## config.mk

```make
export PLATFORM = sky130hd
export DESIGN_NAME = rs_fu_share_arb
export DESIGN_NICKNAME = d
export VERILOG_FILES = /design/src/rtl/rs_fu_share_arb_pkg.sv /design/src/rtl/rs_fu_share_arb_rr_pick.sv /design/src/rtl/rs_fu_share_arb.sv
export SDC_FILE = /design/constraint.sdc
export NUM_CORES = 1
export LEC_CHECK = 0
export CORE_ASPECT_RATIO = 2
export CORE_MARGIN = 5
export CORE_UTILIZATION = 42
export CTS_CLUSTER_DIAMETER = 80
export CTS_CLUSTER_SIZE = 8
export DETAILED_ROUTE_END_ITERATION = 7
export GPL_TIMING_DRIVEN = 0
export PLACE_DENSITY = 0.77
export SYNTH_ARGS = -nofsm -noshare
export SYNTH_HDL_FRONTEND = slang
export SYNTH_SLANG_ARGS = --single-unit
```

## constraint.sdc

```tcl
create_clock -name clk -period 2.7 [get_ports clk]
set_input_delay 0.405 -clock clk [delete_from_list [all_inputs] [get_ports clk]]
set_output_delay 0.405 -clock clk [all_outputs]
set_load 0.05 [all_outputs]
```

## src/rtl/rs_fu_share_arb_pkg.sv

```systemverilog
// Shared types for the FU-share arbiter: ROB/PRF widths and the arbiter state encoding.
`ifndef ROB_WIDTH
`define ROB_WIDTH 6
`endif
`ifndef PRF_WIDTH
`define PRF_WIDTH 7
`endif

package rs_fu_share_arb_pkg;
  localparam int unsigned RobW = `ROB_WIDTH;
  localparam int unsigned PrfW = `PRF_WIDTH;

  typedef enum logic [1:0] {StIdle, StBusy, StDrain} arb_state_e;
endpackage

```

## src/rtl/rs_fu_share_arb_rr_pick.sv

```systemverilog
// Round-robin picker: one-hot grant to the first requester at or after ptr, with wrap.
module rr_pick #(
  parameter int unsigned N = 4,
  localparam int unsigned IdxW = (N > 1) ? $clog2(N) : 1
) (
  input  logic [N-1:0]    req,
  input  logic [IdxW-1:0] ptr,
  output logic [N-1:0]    gnt
);

  logic            found;
  logic [IdxW-1:0] j;

  always_comb begin
    gnt   = '0;
    found = 1'b0;
    j     = '0;
    for (int k = 0; k < N; k++) begin
      j = IdxW'((int'(ptr) + k) % N);
      if (!found && req[j]) begin
        gnt[j] = 1'b1;
        found  = 1'b1;
      end
    end
  end

endmodule

```

## src/rtl/rs_fu_share_arb.sv

```systemverilog
// Arbitrates RS-bank issue requests onto one shared unpipelined FU, tracks the single
// in-flight op, emits a registered writeback pulse, squashes on flush, and flags hangs.
module rs_fu_share_arb
  import rs_fu_share_arb_pkg::*;
#(
  parameter int unsigned NUM_REQ = 4,
  parameter int unsigned MAX_LAT = 64,
  localparam int unsigned CNT_W = $clog2(MAX_LAT) + 1,
  localparam int unsigned IDX_W = (NUM_REQ > 1) ? $clog2(NUM_REQ) : 1
) (
  input  logic                    clk,
  input  logic                    rst_n,
  input  logic                    pipe_flush,
  input  logic [RobW-1:0]         rob_head_tag,
  input  logic [NUM_REQ-1:0]      req_valid,
  input  logic [NUM_REQ*RobW-1:0] req_tag,
  input  logic [NUM_REQ*PrfW-1:0] req_prn,
  output logic [NUM_REQ-1:0]      req_ready,
  output logic                    fu_start,
  output logic [IDX_W-1:0]        fu_src_idx,
  input  logic                    fu_done,
  output logic                    busy,
  output logic                    wb_valid,
  output logic [RobW-1:0]         wb_tag,
  output logic [PrfW-1:0]         wb_prn,
  output logic                    err
);

  arb_state_e         state_q, state_d;
  logic [IDX_W-1:0]   rr_ptr_q;
  logic [RobW-1:0]    tag_q;
  logic [PrfW-1:0]    prn_q;
  logic [CNT_W-1:0]   cnt_q, cnt_inc;

  logic               can_grant, wb_fire, counting;
  logic [NUM_REQ-1:0] head_hit, head_gnt, rr_gnt, gnt;
  logic [IDX_W-1:0]   gnt_idx, next_ptr;
  logic [RobW-1:0]    gnt_tag;
  logic [PrfW-1:0]    gnt_prn;

  assign can_grant = !pipe_flush &&
                     (state_q == StIdle || (state_q == StBusy && fu_done));

  always_comb begin
    head_hit = '0;
    for (int i = 0; i < NUM_REQ; i++) begin
      head_hit[i] = req_valid[i] && (req_tag[i*RobW +: RobW] == rob_head_tag);
    end
  end

  // Isolate the lowest set bit so the lowest-index head match wins.
  assign head_gnt = head_hit & (~head_hit + NUM_REQ'(1));

  rr_pick #(
    .N(NUM_REQ)
  ) u_rr_pick (
    .req(req_valid),
    .ptr(rr_ptr_q),
    .gnt(rr_gnt)
  );

  // rst_n gate keeps the grant quiet while reset is held.
  assign gnt = (can_grant && rst_n) ? ((|head_hit) ? head_gnt : rr_gnt) : '0;

  always_comb begin
    gnt_idx = '0;
    gnt_tag = '0;
    gnt_prn = '0;
    for (int i = 0; i < NUM_REQ; i++) begin
      if (gnt[i]) begin
        gnt_idx = IDX_W'(i);
        gnt_tag = req_tag[i*RobW +: RobW];
        gnt_prn = req_prn[i*PrfW +: PrfW];
      end
    end
  end

  assign req_ready  = gnt;
  assign fu_start   = |gnt;
  assign fu_src_idx = gnt_idx;
  assign busy       = (state_q != StIdle);
  assign next_ptr   = (gnt_idx == IDX_W'(NUM_REQ - 1)) ? '0 : gnt_idx + IDX_W'(1);

  assign wb_fire  = (state_q == StBusy) && fu_done && !pipe_flush;
  assign counting = (state_q != StIdle) && !fu_done;
  assign cnt_inc  = (cnt_q == CNT_W'(MAX_LAT)) ? cnt_q : cnt_q + CNT_W'(1);

  always_comb begin
    state_d = state_q;
    case (state_q)
      StIdle:  if (fu_start) state_d = StBusy;
      StBusy: begin
        if (fu_done)         state_d = fu_start ? StBusy : StIdle;
        else if (pipe_flush) state_d = StDrain;
      end
      // The FU cannot be aborted, so a squashed op is waited out here.
      StDrain: if (fu_done) state_d = StIdle;
      default: state_d = StIdle;
    endcase
  end

  always_ff @(posedge clk or negedge rst_n) begin
    if (!rst_n) begin
      state_q  <= StIdle;
      rr_ptr_q <= '0;
      tag_q    <= '0;
      prn_q    <= '0;
      cnt_q    <= '0;
      wb_valid <= 1'b0;
      wb_tag   <= '0;
      wb_prn   <= '0;
      err      <= 1'b0;
    end else begin
      state_q  <= state_d;
      wb_valid <= wb_fire;
      if (wb_fire) begin
        wb_tag <= tag_q;
        wb_prn <= prn_q;
      end
      if (fu_start) begin
        tag_q    <= gnt_tag;
        prn_q    <= gnt_prn;
        rr_ptr_q <= next_ptr;
        cnt_q    <= '0;
      end else if (counting) begin
        cnt_q <= cnt_inc;
      end
      if ((counting && cnt_inc == CNT_W'(MAX_LAT)) || (state_q == StIdle && fu_done)) begin
        err <= 1'b1;
      end
    end
  end

endmodule

```

Word-level counts from Yosys, hierarchy flattened
Cells that the tools add are included.

Output and inout bits: 23. Register bits after elaboration: 39. Word-level logic and storage cells: 117. Input bits: 66.

Order comparisons: 8. Equality and inequality tests: 12. Mux-type cells: 46. Add/subtract/negate cells: 6. Bitwise operators: 5. Reductions and logical operators: 31.

Operators by type and width (number): $mux W7 (7); $eq A6 B6 Y1 (4); $mux W4 (6); $mux W6 (4); $logic_and A1 B1 Y1 (18); $eq A7 B7 Y1 const B (2); $mux W2 (7); $mux W1 (13); $lt A2 B3 Y1 const B (4); $or A4 B4 Y4 (3); $bmux W1 S2 (4); $demux W1 S2 (4); $ge A2 B1 Y1 const B (4); $reduce_or A4 Y1 (2); $add A7 B1 Y7 const B (1); $pmux W2 S3 (1); $logic_not A1 Y1 (5); $add A2 B1 Y2 const B (2); $add A2 B2 Y2 const B (2); $add A4 B1 Y4 const B (1); $and A4 B4 Y4 (1); $eq A2 B2 Y1 const B (2); $ne A2 B2 Y1 const B (2); $not A4 Y4 (1); 6 further kinds (8).

Depth between registers and ports, before layout
Gate-level depths: netlist of run 1.

Depth in word-level cells: 19. Gate-level depth with buffers: 13. Depth with buffers taken out: 11.

Cells and area by module
Synthesis of run 1 repeated with hierarchy kept, for this count alone.

Cell total of the unflattened synthesis: 282. Area, all modules: 2780.2 sq um.

Modules (own cells, without submodules): rs_fu_share_arb (cells each 246, times used 1, area each 2442.3 sq um); rr_pick (cells each 36, times used 1, area each 337.8 sq um).

Least setup slack after synthesis of run 1
OpenSTA, ideal clock, no wires.

Path type: reg2out. From: reg rr_ptr_q[0]. To: out fu_src_idx[0]. Path slack: -0.576 ns. Data arrival time: 2.871 ns. Path buffers: 2. Cell stages (with the launch flop): 11. Data required time: 2.295 ns. Cell sequence: dfrtp_1 -> buf_4 -> inv_1 -> ha_1 -> mux4_2 -> nor3_2 -> a2111oi_1 -> a21bo_1 -> buf_6 -> inv_1 -> or2_1.

RTL lines: from (decl) (line rs_fu_share_arb.sv:30) `logic [IDX_W-1:0] rr_ptr_q;`; from (signal assigned) (line rs_fu_share_arb.sv:123) `rr_ptr_q <= next_ptr;`; parallel branches: the longest is 11 deep, another holds $lt A2 B3 Y1; $mux W4 (*) (line rs_fu_share_arb_rr_pick.sv:20) `if (!found && req[j]) begin`; $mux W4 (*) (2 in series) (line rs_fu_share_arb.sv:63) `assign gnt = (can_grant && rst_n) ? ((|head_hit) ? head_gnt : rr_gnt) : '0;`; via req_ready[3] (line rs_fu_share_arb.sv:18) `output logic [NUM_REQ-1:0] req_ready,`; $mux W2 (*) (line rs_fu_share_arb.sv:70) `if (gnt[i]) begin`; to (decl) (line rs_fu_share_arb.sv:20) `output logic [IDX_W-1:0] fu_src_idx,`.

Mark *: on every way through the listed nets, which the timed path passes. The select of a mux whose other input is x is not followed.

Final worst setup path of run 1
From: in req_tag[13]. To: out fu_src_idx[1].

Word-level cells in the longest chain between the ends: 9.

Ends and longest elaborated chain: from (decl) (line rs_fu_share_arb.sv:16) `input logic [NUM_REQ*RobW-1:0] req_tag,`; $eq A6 B6 Y1 (*) (line rs_fu_share_arb.sv:47) `head_hit[i] = req_valid[i] && (req_tag[i*RobW +: RobW] == rob_head_tag);`; $logic_and A1 B1 Y1 (*) (line rs_fu_share_arb.sv:47); $not A4 Y4 (line rs_fu_share_arb.sv:52) `assign head_gnt = head_hit & (~head_hit + NUM_REQ'(1));`; $add A4 B1 Y4 (line rs_fu_share_arb.sv:52); $and A4 B4 Y4 (line rs_fu_share_arb.sv:52); $mux W4 (*) (2 in series) (line rs_fu_share_arb.sv:63); $mux W2 (line rs_fu_share_arb.sv:70); $mux W2 (*) (line rs_fu_share_arb.sv:70).

Mark *: on every way between the ends. The rest lies on a longest branch, timed or not.

==> impl_results.md, run 1 <==
* Run status: finished, violations left
* Violations in the final reports: negative setup slack
* Total length of routed wires at 9890 um
* Drt wl/cell at around 20 um
* CP Max Fanout at 4
* Post-detailed-placement half-perimeter wirelength at between 6000 and 7000 um
* Portion of the post-synthesis area used by sequential elements at 35.5%
* Final weighted congestion of routability-driven global placement at between 0.8 and 0.9
* CP startpoint: req_tag[13]
* R2r worst-path depth at 14
* Transition time at the pin with the least slew margin at 0.684 ns
* Hold violation total from the final report at 0
* Pin count of the biggest net entering global routing at between 40 and 50
* Crit Path Category: in -> out
* TritonCTS clock tree: done
* Relative max-transition margin at a little over half
* Layout cell share with drive strength beyond 1 at 36.6%
* Die Span Y at roughly 120 um
* FF-to-FF setup slack at -0.33 ns
* Drt via density at ~5.8
* Via count of the first global-routing pass at between 2000 and 3000
* Main flop type after synthesis: sky130_fd_sc_hd__dfrtp_1
* Number of vias after detailed routing at 2824
* Tightest Hold Check Type: in -> async
* Gr ovfl total at 0
* Highest-count cells in the layout ignoring fill and taps: 71 x sky130_fd_sc_hd__clkdlybuf4s50_1, 37 x sky130_fd_sc_hd__dfrtp_1, 35 x sky130_fd_sc_hd__buf_4
* Residual DRC count at 0
* Kind of capture point of the worst setup path: output port
* Critical path arrival at about 2.8 ns
* Htree depth at 2
* Number of rows in the core area at 41
* Clock Path Buffers at 2
* Iteration count of the initial detailed-routing pass at 6
* Io pins at between 80 and 90
* Asr flop ratio synth at 100%
* Insertion delay to the later sink of the worst-skew pair at roughly 0.28 ns
* Start of the worst register-to-register path: rr_ptr_q[1]
* Initial standard-cell utilization of the core at 43.2%
* Cell taking the most area after synthesis: sky130_fd_sc_hd__dfrtp_1
* Die ar. at about 8400 um^2
* Worst-case setup slack after placement at -1.51 ns
* Final setup violation count at 23
* Total routing usage reported by global routing at between 20% and 30%
* Crit path required time at roughly 2.3 ns
* Area of placed instances at between 3000 and 4000 um^2
* #FFs+latches synth at 39
* Antenna violations before repair at 1
* Synthesis-to-finish area growth at 68.1%
* RSZ-0062 raised after global routing: true
* Clock net sink count at 39
* Startpoint Class: input port
* Final antenna-violating net count at 0
* Final non-filler cell area at 4620 um^2
* Period minus WS final at roughly 3.2 ns
* Root buf cell: sky130_fd_sc_hd__clkbuf_16
* Clock input transition at the sequential cells of the worst setup and hold paths at 0.05 ns
* Max-cap check violation count at 0
* Most common cell after layout, fill and taps aside: sky130_fd_sc_hd__clkdlybuf4s50_1
* Instance count of the mapped netlist at between 200 and 300
* Port Buffer Count at 87
* Share of Yosys cell area claimed by the top area cell type at between 30% and 40%
* Fin crit share at 118%
* First-pass GRT wire length at approximately 14000 um
* Worst setup slack after layout at -0.495 ns
* Nets at roughly 480
* Endpoint of the lowest-slack register-to-register path: tag_q[2]
* Clock buffer count from CTS at 5
* Final setup skew at a little over 0.002 ns
* Post-synth EDFFs at 0
* Highest Clock Rate at 313 MHz
* Post-synthesis area per instance at between 10 and 15 um^2
* IR Drop Worst-Case VDD at a little under 0.7 mV
* Total standard cell area after synthesis at about 2700 um^2
* Post-Route Hold Slack at 0.0146 ns
* Iteration-0 DRC Markers at approximately 190
* Distinct cell type count of the synthesized netlist at slightly below 60
* Count of synthesis-stage warnings from yosys at 0
* Width of the die at roughly 67 um
* Net count after synthesis at 340
* Top cells by area, synth: sky130_fd_sc_hd__dfrtp_1 36%, sky130_fd_sc_hd__mux2_2 6.2%, sky130_fd_sc_hd__xnor2_1 5.1%, sky130_fd_sc_hd__xor2_1 4.8%, sky130_fd_sc_hd__a222oi_1 4.7%
* Standby leakage power at between 0.0015 and 0.002 uW
* Power density over the cells at approximately 1000 nW/um^2
* Post-route core utilization at between 70% and 80%
* Max Slew Vio Count at 0
* Core area at about 6400 um^2
-- Yosys cell counts, types with 2 or more instances --
library cell               number
sky130_fd_sc_hd__clkbuf_1       5
sky130_fd_sc_hd__mux4_2         2
sky130_fd_sc_hd__a21oi_1       17
sky130_fd_sc_hd__nor3_2         2
sky130_fd_sc_hd__inv_1          8
sky130_fd_sc_hd__xnor2_1       16
sky130_fd_sc_hd__buf_2          3
sky130_fd_sc_hd__nand4_1        6
sky130_fd_sc_hd__buf_6          5
sky130_fd_sc_hd__nand2b_1       2
sky130_fd_sc_hd__nand2_1       17
sky130_fd_sc_hd__nor3_1         7
sky130_fd_sc_hd__o21ai_1        3
sky130_fd_sc_hd__xor2_1        15
sky130_fd_sc_hd__and3_1         2
sky130_fd_sc_hd__nor4_1         4
sky130_fd_sc_hd__nor2_1        18
sky130_fd_sc_hd__nor2b_1        2
sky130_fd_sc_hd__nor3b_1        3
sky130_fd_sc_hd__a222oi_1      13
sky130_fd_sc_hd__o21ai_0        5
sky130_fd_sc_hd__o22ai_1       13
sky130_fd_sc_hd__dfrtp_1       39
sky130_fd_sc_hd__ha_1           9
sky130_fd_sc_hd__and3b_1        2
sky130_fd_sc_hd__mux2_2        15
-- cells by family (layout without fill, tap and decap cells) --
kind of cell	after synthesis	count (layout)	share of synthesized area, %
AOI/OAI and AO/OA	70	70	22.0
xor gates and xnor gates	31	31	9.89
adders and majority gates	9	9	4.10
buffers and inverters	25	162	5.28
DFF	39	39	35.5
muxes	17	17	7.79
other	0	1	0
and+or+nand+nor	74	74	15.4
-- what timing repair did --
action                                  CTS  global route
gates cloned                              0             2
resized for setup                        89            44
endpoints found under the setup margin   30            30
setup buffers                            25            18
hold buffers                              0             0
pin swaps                                14            28
-- registers in the layout, summed over array words and instances (netlist names) --
signal	flops
cnt_q	7
err	1
prn_q	7
rr_ptr_q	2
state_q	2
tag_q	6
wb_prn	7
wb_tag	6
wb_valid	1
-- where the power goes --
group | leakage [uW] | total, uW | internal (uW) | switching (uW)
clock | 0.0000727 | 581 | 360 | 221
combinational | 0.00133 | 3100 | 1410 | 1690
sequential | 0.000482 | 1000 | 834 | 170
total | 0.00189 | 4690 | 2610 | 2080
-- critical path, stage by stage --
cell,delay [ns]
sky130_fd_sc_hd__clkdlybuf4s50_1,0.52
sky130_fd_sc_hd__xnor2_1,0.15
sky130_fd_sc_hd__nand4_1,0.20
sky130_fd_sc_hd__nor4_4,0.45
sky130_fd_sc_hd__buf_4,0.21
sky130_fd_sc_hd__a2111oi_4,0.05
sky130_fd_sc_hd__a21bo_1,0.20
sky130_fd_sc_hd__buf_6,0.14
sky130_fd_sc_hd__buf_6,0.12
sky130_fd_sc_hd__clkbuf_16,0.14
sky130_fd_sc_hd__nand2_4,0.05
sky130_fd_sc_hd__buf_8,0.14
-- layer usage --
layer | vias to the layer above | wire length, um | GRT usage, %
met3 | 40 | 446 | 3.61
met2 | 125 | 5810 | 42.2
met1 | 1389 | 3160 | 21.7
met4 | 0 | 473 | 10.8
li1 | 1270 | - | -
met5 | - | 0 | 0
-- metrics by stage --
step	power (uW)	TNS [ns]	std cells
after floorplan	2610	-0.358	265
after global placement	3280	-53.75	438
after detailed placement	3350	-21.46	438
after CTS	4310	-3.25	470
after global routing	4910	-10.33	489
final	4690	-6.57	489
-- worst max-delay path by stage --
stage | end | slack (ns) | depth (start not counted)
global placement | fu_src_idx[1] | -2.62 | 10
finish | fu_src_idx[1] | -0.50 | 12
CTS | fu_src_idx[0] | -0.39 | 12
floorplan | fu_src_idx[0] | -0.23 | 10
global route | fu_src_idx[1] | -0.62 | 12
detailed placement | fu_src_idx[1] | -1.51 | 10
-- layout make-up --
cell class	count	area, um^2
clock buffers	6	139
multi-input cells	201	1880
fillers	460	1740
repair buffers	130	1290
clock inverters	1	5.00
well taps	86	108
inverters	10	51.3
plain buffers	15	160
diodes	1	2.50
flip-flops and latches	39	978
Note: power is estimated with default switching activity, not from simulation.
==> run 2, diff against run 1 <==
--- a/config.mk
+++ b/config.mk
@@ -5,14 +5,16 @@
 export SDC_FILE = /design/constraint.sdc
 export NUM_CORES = 1
 export LEC_CHECK = 0
+export CELL_PAD_IN_SITES_DETAIL_PLACEMENT = 1
+export CELL_PAD_IN_SITES_GLOBAL_PLACEMENT = 1
 export CORE_ASPECT_RATIO = 2
 export CORE_MARGIN = 5
-export CORE_UTILIZATION = 42
+export CORE_UTILIZATION = 32
 export CTS_CLUSTER_DIAMETER = 80
 export CTS_CLUSTER_SIZE = 8
 export DETAILED_ROUTE_END_ITERATION = 7
 export GPL_TIMING_DRIVEN = 0
-export PLACE_DENSITY = 0.77
+export PLACE_DENSITY_LB_ADDON = 0.1
 export SYNTH_ARGS = -nofsm -noshare
 export SYNTH_HDL_FRONTEND = slang
 export SYNTH_SLANG_ARGS = --single-unit
==> impl_results.md, run 2 (synthesis gave the netlist of run 1 again) <==
* Run status: finished, violations left (unchanged)
* Violations in the final reports: negative setup slack (unchanged)
* Width of the die at 75.5 um (was 67.2 um)
* Max stage delay cell, worst path: sky130_fd_sc_hd__mux4_2 (was sky130_fd_sc_hd__clkdlybuf4s50_1)
* Insertion delay to the later sink of the worst-skew pair at 0.28 ns (about the same)
* Post-route core utilization at 53.0% (was 72.6%)
* Clock Path Buffers at 2 (unchanged)
* Max-cap check violation count at 0 (unchanged)
* Initial standard-cell utilization of the core at 32.2% (was 43.2%)
* Critical path buffer and inverter count at 3 (was 6)
* Total length of routed wires at 10700 um (was 9890 um)
* Final setup violation count at 22 (was 23)
* Worst setup slack after layout at -0.449 ns (was -0.495 ns)
* CP Max Fanout at 5 (was 4)
* Iteration count of the initial detailed-routing pass at 4 (was 6)
* RSZ-0062 raised after global routing: true (unchanged)
* Final setup skew at 0.00549 ns (was 0.00204 ns)
* Period minus WS final at 3.15 ns (was 3.20 ns)
* Layout cell share with drive strength beyond 1 at 32.9% (was 36.6%)
* FF-to-FF setup slack at -0.32 ns (was -0.33 ns)
* Cell Chain, Critical Path: buf_6 > inv_4 > ha_4 > mux4_2 > nand2_1 > o21ai_1 > a221o_2 > a21oi_4 > nor3_4 > or2_4 > buf_8 (was clkdlybuf4s50_1 > xnor2_1 > nand4_1 > nor4_4 > buf_4 > a2111oi_4 > a21bo_1 > buf_6 > buf_6 > clkbuf_16 > nand2_4 > buf_8)
* Number of filler instances in the final layout at 923 (was 460)
* Tightest Hold Check Type: in -> async (unchanged)
* Endpoint of the lowest-slack register-to-register path: prn_q[5] (was tag_q[2])
* Clock buffer count from CTS at 5 (unchanged)
* Critical path arrival at 2.74 ns (was 2.79 ns)
* Total routing usage reported by global routing at 20.1% (was 22.2%)
* Kind of capture point of the worst setup path: output port (unchanged)
* Core area at 8530 um^2 (was 6360 um^2)
* Drt wl/cell at 21.4 um (was 20.2 um)
* Die ar. at 10600 um^2 (was 8350 um^2)
* Iteration-0 DRC Markers at 118 (was 189)
* R2r worst-path depth at 13 (was 14)
* Relative max-transition margin at 55.3% (was 54.4%)
* Slowest cell delay on critical path at 0.40 ns (was 0.52 ns)
* Max Slew Vio Count at 0 (unchanged)
* Root buf cell: sky130_fd_sc_hd__clkbuf_16 (unchanged)
* Start of the worst register-to-register path: rr_ptr_q[0] (was rr_ptr_q[1])
* Transition time at the pin with the least slew margin at 0.664 ns (was 0.684 ns)
* Post-detailed-placement half-perimeter wirelength at 7610 um (was 6550 um)
* Crit Path Category: reg -> out (was in -> out)
* Number of rows in the core area at 48 (was 41)
* CP startpoint: rr_ptr_q[0] (was req_tag[13])
* Area of the multi-input gates at 1840 um^2 (was 1880 um^2)
* Fin crit share at 117% (was 118%)
* Clock input transition at the sequential cells of the worst setup and hold paths at 0.06 ns (was 0.05 ns)
* Total stage count of the critical path at 11 (was 12)
* Synthesis-to-finish area growth at 64.6% (was 68.1%)
* Clock net sink count at 39 (unchanged)
* Nets at 473 (was 477)
* Final weighted congestion of routability-driven global placement at 0.844 (was 0.848)
* Power density over the cells at 1030 nW/um^2 (was 1020 nW/um^2)
* Crit path required time at 2.30 ns (about the same)
* Standby leakage power at 0.00182 uW (was 0.00189 uW)
* Via count of the first global-routing pass at 3056 (was 2900)
* Startpoint Class: flop (was input port)
* Io pins at 89 (unchanged)
* Footprint of the flip-flops and latches at 978 um^2 (unchanged)
* TritonCTS clock tree: done (unchanged)
* Residual DRC count at 0 (unchanged)
* Final antenna-violating net count at 0 (unchanged)
* Capturing element of the worst setup path: fu_src_idx[0] (was fu_src_idx[1])
* IR Drop Worst-Case VDD at 0.620 mV (was 0.680 mV)
* Antenna fix cells at 0 (was 1)
* Highest Clock Rate at 318 MHz (was 313 MHz)
* Cell class contributing the biggest share of worst-path delay: compound AO/OA/AOI/OAI gates (was buffers and inverters)
* Drt via density at 5.45 (was 5.78)
* Antenna violations before repair at 0 (was 1)
* Gr ovfl total at 0 (unchanged)
* Number of vias after detailed routing at 2713 (was 2824)
* Total power at 4660 uW (was 4690 uW)
* Regs by FF count: cnt_q: 7 flops, prn_q: 7 flops, wb_prn: 7 flops (unchanged)
* Highest-count cells in the layout ignoring fill and taps: 69 x sky130_fd_sc_hd__clkdlybuf4s50_1, 37 x sky130_fd_sc_hd__dfrtp_1, 28 x sky130_fd_sc_hd__buf_4 (was 71 x sky130_fd_sc_hd__clkdlybuf4s50_1, 37 x sky130_fd_sc_hd__dfrtp_1, 35 x sky130_fd_sc_hd__buf_4)
* Hold violation total from the final report at 0 (unchanged)
* Most common cell after layout, fill and taps aside: sky130_fd_sc_hd__clkdlybuf4s50_1 (unchanged)
* Post-Route Hold Slack at 0.0188 ns (was 0.0146 ns)
* Port Buffer Count at 87 (unchanged)
* Pin count of the biggest net entering global routing at 41 (unchanged)
* Die Span Y at 141 um (was 124 um)
* First-pass GRT wire length at 16100 um (was 14200 um)
* Hold-fix buffer count after cts at 0 (unchanged)
* Htree depth at 2 (unchanged)
-- run 2: stage by stage --
stage / setup TNS, ns / instance area [um^2] / std cells / worst slack [ns]
finish: -5.77 / 4520 / 498 / -0.449
global route: -8.02 / 4520 / 498 / -0.524
CTS: -4.19 / 4350 / 491 / -0.414
detailed placement: -27.23 / 3770 / 452 / -1.70
global placement: -58.83 / 3780 / 452 / -2.76
floorplan: -0.358 / 2780 / 265 / -0.232
-- run 2: timing repair --
item	CTS	global route
pin swaps	32	16
gates cloned	2	0
resized for setup	104	26
buffers inserted	30	9
setup endpoints to repair	30	29
-- run 2: where the power goes --
part           internal, uW  switching (uW)  total, uW
combinational          1410            1680       3090
sequential              834             170       1000
clock                   338             224        562
-- run 2: metal layers --
metal | track usage [%] | routed length, um | vias up
li1 | - | - | 1261
met1 | 19.4 | 3620 | 1377
met2 | 39.4 | 6440 | 57
met3 | 2.57 | 309 | 18
met4 | 9.03 | 286 | 0
met5 | 0 | 0 | -
-- run 2: worst min-delay path by stage --
stage                     startpoint         end  slack [ns]
final                          rst_n    prn_q[0]        0.02
after CTS                      rst_n    prn_q[0]        0.03
after global routing           rst_n  state_q[1]        0.04
after floorplan                rst_n    cnt_q[0]        0.11
after global placement           err         err        0.45
after detailed placement         err         err        0.45
-- run 2: worst register-to-register path, stage by stage, from the launching register on --
cell	delay, ns
sky130_fd_sc_hd__dfrtp_2	0.36
sky130_fd_sc_hd__buf_6	0.12
sky130_fd_sc_hd__inv_4	0.04
sky130_fd_sc_hd__ha_4	0.27
sky130_fd_sc_hd__mux4_2	0.40
sky130_fd_sc_hd__nand2_1	0.11
sky130_fd_sc_hd__o21ai_1	0.06
sky130_fd_sc_hd__a221o_2	0.35
sky130_fd_sc_hd__a21oi_4	0.27
sky130_fd_sc_hd__nor3_4	0.09
sky130_fd_sc_hd__buf_6	0.15
sky130_fd_sc_hd__buf_8	0.13
sky130_fd_sc_hd__a222oi_1	0.42
sky130_fd_sc_hd__a21oi_1	0.13
-- run 2: layout make-up --
cell class | count | area share (%)
sequential | 39 | 21.7
timing repair buffer | 127 | 28.1
inverter | 10 | 1.19
multi-input combinational | 201 | 40.8
buffer | 14 | 2.60
clock buffer | 7 | 2.93
tap | 100 | 2.77
==> run 3, diff against run 2 <==
--- a/config.mk
+++ b/config.mk
@@ -5,11 +5,13 @@
 export SDC_FILE = /design/constraint.sdc
 export NUM_CORES = 1
 export LEC_CHECK = 0
+export CAP_MARGIN = 15
 export CELL_PAD_IN_SITES_DETAIL_PLACEMENT = 1
 export CELL_PAD_IN_SITES_GLOBAL_PLACEMENT = 1
 export CORE_ASPECT_RATIO = 2
 export CORE_MARGIN = 5
-export CORE_UTILIZATION = 32
+export CORE_UTILIZATION = 33
+export CTS_BUF_LIST = sky130_fd_sc_hd__clkbuf_4 sky130_fd_sc_hd__clkbuf_8
 export CTS_CLUSTER_DIAMETER = 80
 export CTS_CLUSTER_SIZE = 8
 export DETAILED_ROUTE_END_ITERATION = 7
==> impl_results.md, run 3 (synthesis gave the netlist of run 1 again) <==
* Drt via density at 5.46 (was 5.45)
* Cell count after placement at 450 (was 452)
* IR Drop Worst-Case VDD at 0.483 mV (was 0.620 mV)
* Port Buffer Count at 87 (unchanged)
* CP Max Fanout at 4 (was 5)
* Gr ovfl total at 0 (unchanged)
* Regs by FF count: cnt_q: 7 flops, prn_q: 7 flops, wb_prn: 7 flops (unchanged)
* Kind of capture point of the worst setup path: output port (unchanged)
* Final antenna-violating net count at 0 (unchanged)
* Worst setup slack after layout at -0.444 ns (was -0.449 ns)
* Area of placed instances at 3770 um^2 (about the same)
* Die Span Y at 139 um (was 141 um)
* Core area at 8230 um^2 (was 8530 um^2)
* Violations in the final reports: negative setup slack (unchanged)
* Startpoint Class: input port (was flop)
* Htree depth at 2 (unchanged)
* Synthesis-to-finish area growth at 56.7% (was 64.6%)
* Number of vias after detailed routing at 2699 (was 2713)
* Period minus WS final at 3.14 ns (was 3.15 ns)
* Antenna violations before repair at 0 (unchanged)
* Relative max-transition margin at 52.2% (was 55.3%)
* Hold-fix buffer count after cts at 0 (unchanged)
* Root buf cell: sky130_fd_sc_hd__clkbuf_8 (was sky130_fd_sc_hd__clkbuf_16)
* Crit Path Category: in -> out (was reg -> out)
* Highest Clock Rate at 318 MHz (about the same)
* Total routing usage reported by global routing at 19.2% (was 20.1%)
* Final setup violation count at 22 (unchanged)
* RSZ-0062 raised after global routing: true (unchanged)
* Cell Chain, Critical Path: clkdlybuf4s50_1 > xnor2_1 > nand4_1 > buf_4 > o41ai_4 > nor3_1 > a21bo_1 > buf_6 > clkinvlp_4 > or2_4 > buf_8 (was buf_6 > inv_4 > ha_4 > mux4_2 > nand2_1 > o21ai_1 > a221o_2 > a21oi_4 > nor3_4 > or2_4 > buf_8)
* Critical path buffer and inverter count at 5 (was 3)
* Max Slew Vio Count at 0 (unchanged)
* Clock net sink count at 39 (unchanged)
* Standby leakage power at 0.00175 uW (was 0.00182 uW)
* Final standard cell count with taps included and fillers excluded at 494 (was 498)
* Total length of routed wires at 9920 um (was 10700 um)
* Antenna fix cells at 0 (unchanged)
* Clock Path Buffers at 2 (unchanged)
* First-pass GRT wire length at 15200 um (was 16100 um)
* TritonCTS clock tree: done (unchanged)
* Final setup skew at 0.00553 ns (was 0.00549 ns)
* Hold violation total from the final report at 0 (unchanged)
* Die ar. at 10400 um^2 (was 10600 um^2)
* Highest-count cells in the layout ignoring fill and taps: 74 x sky130_fd_sc_hd__clkdlybuf4s50_1, 37 x sky130_fd_sc_hd__dfrtp_1, 35 x sky130_fd_sc_hd__buf_4 (was 69 x sky130_fd_sc_hd__clkdlybuf4s50_1, 37 x sky130_fd_sc_hd__dfrtp_1, 28 x sky130_fd_sc_hd__buf_4)
* Max-cap check violation count at 0 (unchanged)
* Clock input transition at the sequential cells of the worst setup and hold paths at 0.07 ns (was 0.06 ns)
* Insertion delay to the later sink of the worst-skew pair at 0.29 ns (was 0.28 ns)
* Io pins at 89 (unchanged)
* Run status: finished, violations left (unchanged)
* Layout cell share with drive strength beyond 1 at 28.8% (was 32.9%)
* Iteration count of the initial detailed-routing pass at 5 (was 4)
* Final non-filler cell area at 4300 um^2 (was 4520 um^2)
* Slowest cell delay on critical path at 0.59 ns (was 0.40 ns)
* Initial standard-cell utilization of the core at 33.4% (was 32.2%)
* Post-detailed-placement half-perimeter wirelength at 7630 um (was 7610 um)
* Crit path required time at 2.30 ns (about the same)
* Max stage delay cell, worst path: sky130_fd_sc_hd__clkdlybuf4s50_1 (was sky130_fd_sc_hd__mux4_2)
* Clock buffer count from CTS at 5 (unchanged)
* Power density over the cells at 975 nW/um^2 (was 1030 nW/um^2)
* Tightest Hold Check Type: in -> async (unchanged)
* Via count of the first global-routing pass at 2918 (was 3056)
* Cell class contributing the biggest share of worst-path delay: buffers and inverters (was compound AO/OA/AOI/OAI gates)
* Width of the die at 74.5 um (was 75.5 um)
* Critical path arrival at 2.74 ns (about the same)
* Transition time at the pin with the least slew margin at 0.711 ns (was 0.664 ns)
* Drt wl/cell at 20.1 um (was 21.4 um)
* Fin crit share at 116% (was 117%)
* Number of rows in the core area at 47 (was 48)
* Residual DRC count at 0 (unchanged)
* Nets at 472 (was 473)
* Most common cell after layout, fill and taps aside: sky130_fd_sc_hd__clkdlybuf4s50_1 (unchanged)
* Final weighted congestion of routability-driven global placement at 0.827 (was 0.844)
* Pin count of the biggest net entering global routing at 41 (unchanged)
* Iteration-0 DRC Markers at 116 (was 118)
## run 3: changes by cell type in the layout (fill, tap and decap cells not counted), moves of 6 or more
cell | previous run | this run
sky130_fd_sc_hd__dlygate4sd2_1 | 10 | 4
sky130_fd_sc_hd__o22ai_2 | 6 | 0
sky130_fd_sc_hd__a21oi_2 | 6 | 0
sky130_fd_sc_hd__a21oi_1 | 11 | 17
sky130_fd_sc_hd__buf_6 | 19 | 10
sky130_fd_sc_hd__buf_4 | 28 | 35
sky130_fd_sc_hd__o22ai_1 | 7 | 13
## run 3: what timing repair did
| item | CTS | global route |
|---|---|---|
| gates resized for setup | 71 | 18 |
| setup buffers | 21 | 17 |
| pin swaps | 19 | 9 |
| hold endpoints to repair | 0 | 0 |
| gates cloned | 0 | 0 |
| setup endpoints to repair | 30 | 29 |
## run 3: worst paths after layout
| kind | startpoint | end | slack, ns | cells after the start |
|---|---|---|---|---|
| setup / recovery | rob_head_tag[3] | fu_src_idx[0] | -0.44 | 11 |
| hold / removal | rst_n | state_q[1] | 0.08 | 1 |
| setup reg to reg | rr_ptr_q[1] | tag_q[1] | -0.33 | 14 |
| hold reg to reg | err | err | 0.48 | 2 |
| max in group asynchronous | rst_n | rr_ptr_q[1] | 2.25 | 1 |
| min in group clk | fu_done | state_q[1] | 0.47 | 2 |
## run 3: layout make-up
cell class,instances,area (um^2)
timing repair buffer,125,1190
buffer,15,150
clock buffer,6,76.3
sequential,39,978
multi-input combinational,201,1730
tap,98,123
inverter,10,51.3
fill,920,3930
## run 3: metal layers
metal / vias up / GRT usage (%) / wire [um]
met2: 69 / 36.8 / 5870
met5: - / 0 / 0
met4: 0 / 9.47 / 327
met3: 22 / 2.39 / 355
met1: 1348 / 18.9 / 3370
li1: 1260 / - / -
## run 3: worst reg2reg max path, delay by kind of cell, from the launching register on
family / cells / cell delay [ns]
adder cells (fa/ha/maj): 1 / 0.22
flip-flops: 1 / 0.43
AO/OA/AOI/OAI: 5 / 1.26
buffers and inverters: 5 / 0.66
AND/OR/NAND/NOR: 3 / 0.32
## run 3: through the flow
stage | hold slack (ns) | power, uW | setup slack [ns] | utilization, % | TNS, ns
global route | 0.110 | 4450 | -0.564 | 52.3 | -8.35
global placement | 0.449 | 3340 | -2.73 | 45.9 | -58.13
finish | 0.0785 | 4200 | -0.444 | 52.3 | -5.34
CTS | 0.0945 | 4050 | -0.483 | 50.1 | -5.48
floorplan | 0.109 | 2610 | -0.232 | - | -0.358
detailed placement | 0.462 | 3380 | -1.63 | 45.8 | -25.18
## run 3: report_power, final
group / switching, uW / leakage (uW) / total [uW] / internal, uW
Sequential: 160 / 0.000482 / 993 / 833
Combinational: 1560 / 0.00123 / 2840 / 1270
Clock: 185 / 0.0000406 / 367 / 182
Total: 1910 / 0.00175 / 4200 / 2290
